[config.mk]
export PLATFORM = sky130hd
export DESIGN_NAME = mips_multicycle_ctrl
export DESIGN_NICKNAME = d
export VERILOG_FILES = /design/src/rtl/mips_multicycle_ctrl.sv
export SDC_FILE = /design/constraint.sdc
export NUM_CORES = 1
export LEC_CHECK = 0
export CAP_MARGIN = 5
export CORE_MARGIN = 2
export CORE_UTILIZATION = 37
export DETAILED_ROUTE_END_ITERATION = 16
export PLACE_DENSITY_LB_ADDON = 0.1
export SYNTH_ARGS = -nofsm -noshare
export SYNTH_HDL_FRONTEND = slang
export SYNTH_SLANG_ARGS = --single-unit
[constraint.sdc]
create_clock -name clk -period 3.1 [get_ports clk]
set_input_delay 0.62 -clock clk [delete_from_list [all_inputs] [get_ports clk]]
set_output_delay 0.62 -clock clk [all_outputs]
set_load 0.05 [all_outputs]
[src/rtl/mips_multicycle_ctrl.sv]
// Multi-cycle MIPS control FSM: sequences fetch/decode/execute/memory/writeback with memory wait states.
// Optional retired-instruction counter enabled by defining MC_PERF_CNT_EN.
module mips_multicycle_ctrl #(
    parameter bit WAIT_MEM = 1'b1,
    parameter int CNT_W    = 32
) (
    input  logic             clk,
    input  logic             reset,
    input  logic [5:0]       Opcode,
    input  logic [5:0]       Funct,
    input  logic             mem_ready,
    output logic             IorD,
    output logic             MemWrite,
    output logic             IRWrite,
    output logic             PCWrite,
    output logic             Branch,
    output logic [1:0]       PCSrc,
    output logic             ALUSrcA,
    output logic [1:0]       ALUSrcB,
    output logic [2:0]       ALUControl,
    output logic             RegDst,
    output logic             MemtoReg,
    output logic             RegWrite,
    output logic             illegal_op,
    output logic [CNT_W-1:0] instr_count
);

    typedef enum logic [3:0] {
        S_FETCH    = 4'd0,
        S_DECODE   = 4'd1,
        S_MEMADR   = 4'd2,
        S_MEMREAD  = 4'd3,
        S_MEMWB    = 4'd4,
        S_MEMWRITE = 4'd5,
        S_EXECUTE  = 4'd6,
        S_ALUWB    = 4'd7,
        S_BRANCH   = 4'd8,
        S_ADDIEX   = 4'd9,
        S_ADDIWB   = 4'd10,
        S_JUMP     = 4'd11
    } state_t;

    localparam logic [5:0] OP_RTYPE = 6'b000000;
    localparam logic [5:0] OP_LW    = 6'b100011;
    localparam logic [5:0] OP_SW    = 6'b101011;
    localparam logic [5:0] OP_BEQ   = 6'b000100;
    localparam logic [5:0] OP_ADDI  = 6'b001000;
    localparam logic [5:0] OP_J     = 6'b000010;

    state_t state_q, state_d;
    logic   mem_rdy;

    assign mem_rdy = (WAIT_MEM == 1'b0) || mem_ready;

    always_ff @(posedge clk or negedge reset) begin
        if (!reset) state_q <= S_FETCH;
        else        state_q <= state_d;
    end

    always_comb begin
        state_d    = S_FETCH;
        IorD       = 1'b0;
        MemWrite   = 1'b0;
        IRWrite    = 1'b0;
        PCWrite    = 1'b0;
        Branch     = 1'b0;
        PCSrc      = 2'b00;
        ALUSrcA    = 1'b0;
        ALUSrcB    = 2'b00;
        ALUControl = 3'b000;
        RegDst     = 1'b0;
        MemtoReg   = 1'b0;
        RegWrite   = 1'b0;
        illegal_op = 1'b0;
        case (state_q)
            S_FETCH: begin
                ALUSrcB    = 2'b01;
                ALUControl = 3'b010;
                IRWrite    = mem_rdy;
                PCWrite    = mem_rdy;
                state_d    = mem_rdy ? S_DECODE : S_FETCH;
            end
            S_DECODE: begin
                ALUSrcB    = 2'b11;
                ALUControl = 3'b010;
                case (Opcode)
                    OP_LW, OP_SW: state_d = S_MEMADR;
                    OP_RTYPE:     state_d = S_EXECUTE;
                    OP_BEQ:       state_d = S_BRANCH;
                    OP_ADDI:      state_d = S_ADDIEX;
                    OP_J:         state_d = S_JUMP;
                    default: begin
                        state_d    = S_FETCH;
                        illegal_op = 1'b1;
                    end
                endcase
            end
            S_MEMADR: begin
                ALUSrcA    = 1'b1;
                ALUSrcB    = 2'b10;
                ALUControl = 3'b010;
                if (Opcode == OP_LW)      state_d = S_MEMREAD;
                else if (Opcode == OP_SW) state_d = S_MEMWRITE;
                else                      state_d = S_FETCH;
            end
            S_MEMREAD: begin
                IorD    = 1'b1;
                state_d = mem_rdy ? S_MEMWB : S_MEMREAD;
            end
            S_MEMWB: begin
                MemtoReg = 1'b1;
                RegWrite = 1'b1;
                state_d  = S_FETCH;
            end
            S_MEMWRITE: begin
                IorD     = 1'b1;
                MemWrite = 1'b1;
                state_d  = mem_rdy ? S_FETCH : S_MEMWRITE;
            end
            S_EXECUTE: begin
                ALUSrcA = 1'b1;
                state_d = S_ALUWB;
                case (Funct)
                    6'b100000: ALUControl = 3'b010;
                    6'b100010: ALUControl = 3'b110;
                    6'b100100: ALUControl = 3'b000;
                    6'b100101: ALUControl = 3'b001;
                    6'b101010: ALUControl = 3'b111;
                    default: begin
                        ALUControl = 3'b010;
                        illegal_op = 1'b1;
                    end
                endcase
            end
            S_ALUWB: begin
                RegDst   = 1'b1;
                RegWrite = 1'b1;
                state_d  = S_FETCH;
            end
            S_BRANCH: begin
                ALUSrcA    = 1'b1;
                ALUControl = 3'b110;
                Branch     = 1'b1;
                PCSrc      = 2'b01;
                state_d    = S_FETCH;
            end
            S_ADDIEX: begin
                ALUSrcA    = 1'b1;
                ALUSrcB    = 2'b10;
                ALUControl = 3'b010;
                state_d    = S_ADDIWB;
            end
            S_ADDIWB: begin
                RegWrite = 1'b1;
                state_d  = S_FETCH;
            end
            S_JUMP: begin
                PCSrc   = 2'b10;
                PCWrite = 1'b1;
                state_d = S_FETCH;
            end
            default: state_d = S_FETCH;
        endcase
        // While reset is held the FETCH strobes must not leak out, so nothing is written.
        if (!reset) begin
            IorD       = 1'b0;
            MemWrite   = 1'b0;
            IRWrite    = 1'b0;
            PCWrite    = 1'b0;
            Branch     = 1'b0;
            PCSrc      = 2'b00;
            ALUSrcA    = 1'b0;
            ALUSrcB    = 2'b00;
            ALUControl = 3'b000;
            RegDst     = 1'b0;
            MemtoReg   = 1'b0;
            RegWrite   = 1'b0;
            illegal_op = 1'b0;
        end
    end

`ifdef MC_PERF_CNT_EN
    logic [CNT_W-1:0] cnt_q;
    logic             retire;

    // Only normal completions retire; the illegal-opcode exit from DECODE is excluded.
    assign retire = (state_d == S_FETCH) &&
                    (state_q inside {S_MEMWB, S_MEMWRITE, S_ALUWB, S_BRANCH, S_ADDIWB, S_JUMP});

    always_ff @(posedge clk or negedge reset) begin
        if (!reset)      cnt_q <= '0;
        else if (retire) cnt_q <= cnt_q + {{(CNT_W-1){1'b0}}, 1'b1};
    end

    assign instr_count = cnt_q;
`else
    assign instr_count = '0;
`endif

endmodule

==> results of run 1 <==
==> where the power goes <==
part           internal (W)   total, W  switching [W]
logic             0.0000671   0.000223       0.000156
clock network     0.0000432  0.0000630      0.0000198
registers         0.0000553  0.0000660      0.0000108
total              0.000166   0.000352       0.000186
==> cell type report <==
class,instances,area share
multi-input cells,110,0.498
repair buffers,33,0.368
flip-flops and latches,4,0.0827
well taps,28,0.0290
clock buffers,3,0.0186
inverters,1,0.00310
==> cells in the final DEF (no fill, tap or decap), types with 5 or more instances in the layout <==
cell,netlist,final
a21oi_1,5,5
buf_12,0,13
buf_4,34,6
clkdlybuf4s50_1,0,14
conb_1,1,32
nor2_1,13,13
nor2b_1,7,7
nor3_1,5,5
==> worst max-delay path: stages <==
cell and delay, ns:
clkdlybuf4s50_1 0.46, or4_1 0.58, o211ai_1 0.19, nor2_1 0.06, o21a_1 0.19, buf_4 0.18
==> routing by layer <==
metal / vias up / routed length (µm) / part of all wire / GRT usage
met2: 46 / 949 / 0.48 / 0.250
li1: 422 / - / - / -
met1: 376 / 872 / 0.44 / 0.213
met3: 2 / 147 / 0.074 / 0.0200
met5: - / 0 / 0 / 0
met4: 0 / 14 / 0.0071 / 0.0470
==> stage by stage <==
step | area, µm² | power [W] | std cells
final | 1210 | 0.000352 | 179
after global placement | 1190 | 0.000286 | 176
after floorplan | 980 | 0.000255 | 153
after global routing | 1210 | 0.000369 | 179
after detailed placement | 1190 | 0.000288 | 176
after CTS | 1210 | 0.000353 | 179
==> kinds of logic after synthesis <==
logic type | after synthesis | synth area share
simple gates | 56 | 0.367
buf+inv | 39 | 0.320
compound gates | 17 | 0.138
flops | 4 | 0.116
xor+xnor | 3 | 0.0304
mux | 2 | 0.0246
other cells | 1 | 0.00434
==> Yosys cell counts (2+ instances only) <==
master | number | area [µm²]
a21oi_1 | 5 | 25.0
buf_2 | 2 | 10.0
buf_4 | 34 | 255
clkbuf_1 | 2 | 7.51
dfrtp_1 | 4 | 100
nand2_1 | 4 | 15.0
nand2b_1 | 4 | 25.0
nand3_1 | 3 | 15.0
nand3b_1 | 2 | 15.0
nand4_1 | 2 | 12.5
nor2_1 | 13 | 48.8
nor2b_1 | 7 | 43.8
nor3_1 | 5 | 25.0
nor3b_1 | 4 | 30.0
o21ai_0 | 2 | 10.0
or2_2 | 2 | 12.5
or3_1 | 2 | 12.5
or4_1 | 2 | 15.0
xnor2_1 | 3 | 26.3
==> final timing paths <==
kind | to | startpoint | slack [ns] | cells after the start
min in group clk | state_q[1] | state_q[2] | 0.80 | 2
min reg2reg | state_q[1] | state_q[2] | 0.80 | 2
max reg2reg | state_q[0] | state_q[0] | 1.55 | 4
max in group asynchronous | state_q[0] | reset | 2.26 | 1
max | illegal_op | Opcode[5] | 0.20 | 6
min | state_q[1] | reset | 0.62 | 1
==> flow_summary.yaml, run 1 <==
pwr:
  peakVddDrop_uv: 212
  p_per_area_mw_per_mm2: 291
  p_leak_nw: 0.518
place:
  place.gp.congestion: 0.845
  dpl.hpwl_mm: 1.66
  numPortBuffers: 31
  dpl_worst_slack_ns: 0.192
sta:
  hold_violations: 0
  min_period_ns: 2.90
  rsz0062_at_grt: "false"
  drv_slew: 0
  finClkSkew_ns: 0.00580
  setup_slack_ns: 0.197
  setup-tns-final_ns: 0
  fin_crit_sh: 0.936
  whs_ns: 0.623
  fmax_mhz: 345
  setup_violations: 0
clock_tree:
  cts_root_buf: "clkbuf_4"
  cts.sinks: 4
  clk_latency_ns: 0.23
  cts_tree: "yes"
  post_cts_buffers: 0
  htree_levels: 1
  post_cts_resized: 0
  path_clk_slew_ns: 0.04
  cts_buffers: 3
  holdBufCountCts: 0
  clockBufferDepth: 2
grt:
  grt_max_degree: 17
  first_global_vias: 712
  grt_overflow: 0
  gr-usage-all-layers: 0.155
  grt_pass1_wl_mm: 3.28
  antenna_found_initial: 0
synthesis:
  syn-mean-instance-area_um2: 7.08
  netlist_area_um2: 863
  synthArstFlopShare: 1.00
  ys_ff_latch: 4
  synth_warnings: 0
  seq_area_frac_synth: 0.116
  synth_cells: 122
  synth_edf_count: 0
  synth_ff_type: "dfrtp_1"
  synthDistinctLibCells: 39
layout:
  nFillCells: 213
  diodes: 0
  largest_register: "state_q"
  area_delta_synth_final_pct: 40.1
  drive_above_1_share: 0.179
  final_core_util: 0.547
  seqCellArea_um2: 100
  multi_input_area_um2: 603
  largest_reg_flops: 4
  top_regs: "state_q (4)"
  num-nets-final: 168
run:
  cap_viol_max_count: 0
run_status:
  status: "complete, no violations"
floorplanning:
  die_h_um: 52.3
  die_area_mm2: 0.00274
  die_w_um: 52.3
  initial_core_util: 0.390
  io_pins: 64
  coreArea_mm2: 0.00221
  row_count: 17
routing:
  antenna_left: 0
  drc: 0
  first_pass_iters: 4
  finalWirelength_mm: 1.98
  via_count: 846
  drt_iter0_markers: 21
  viasPerCell: 4.73
  wire_per_inst_um: 11.1
critical_path:
  end_kind: "output pin"
  crit_fanout: 5
  critical_path_class: "in2out"
  start_kind: "input pin"
  cp.arrival_ns: 2.28
  cp_data_required_time_ns: 2.48
min_path:
  hold_class: "in2async"
Power figures use the tool's default switching activity.
==> inputs of run 2 (changes only) <==
--- a/config.mk
+++ b/config.mk
@@ -13,3 +13,4 @@
 export SYNTH_ARGS = -nofsm -noshare
 export SYNTH_HDL_FRONTEND = slang
 export SYNTH_SLANG_ARGS = --single-unit
+export TNS_END_PERCENT = 100
==> results of run 2 <==
The final DEF is identical to that of run 1; final timing and power are the same.
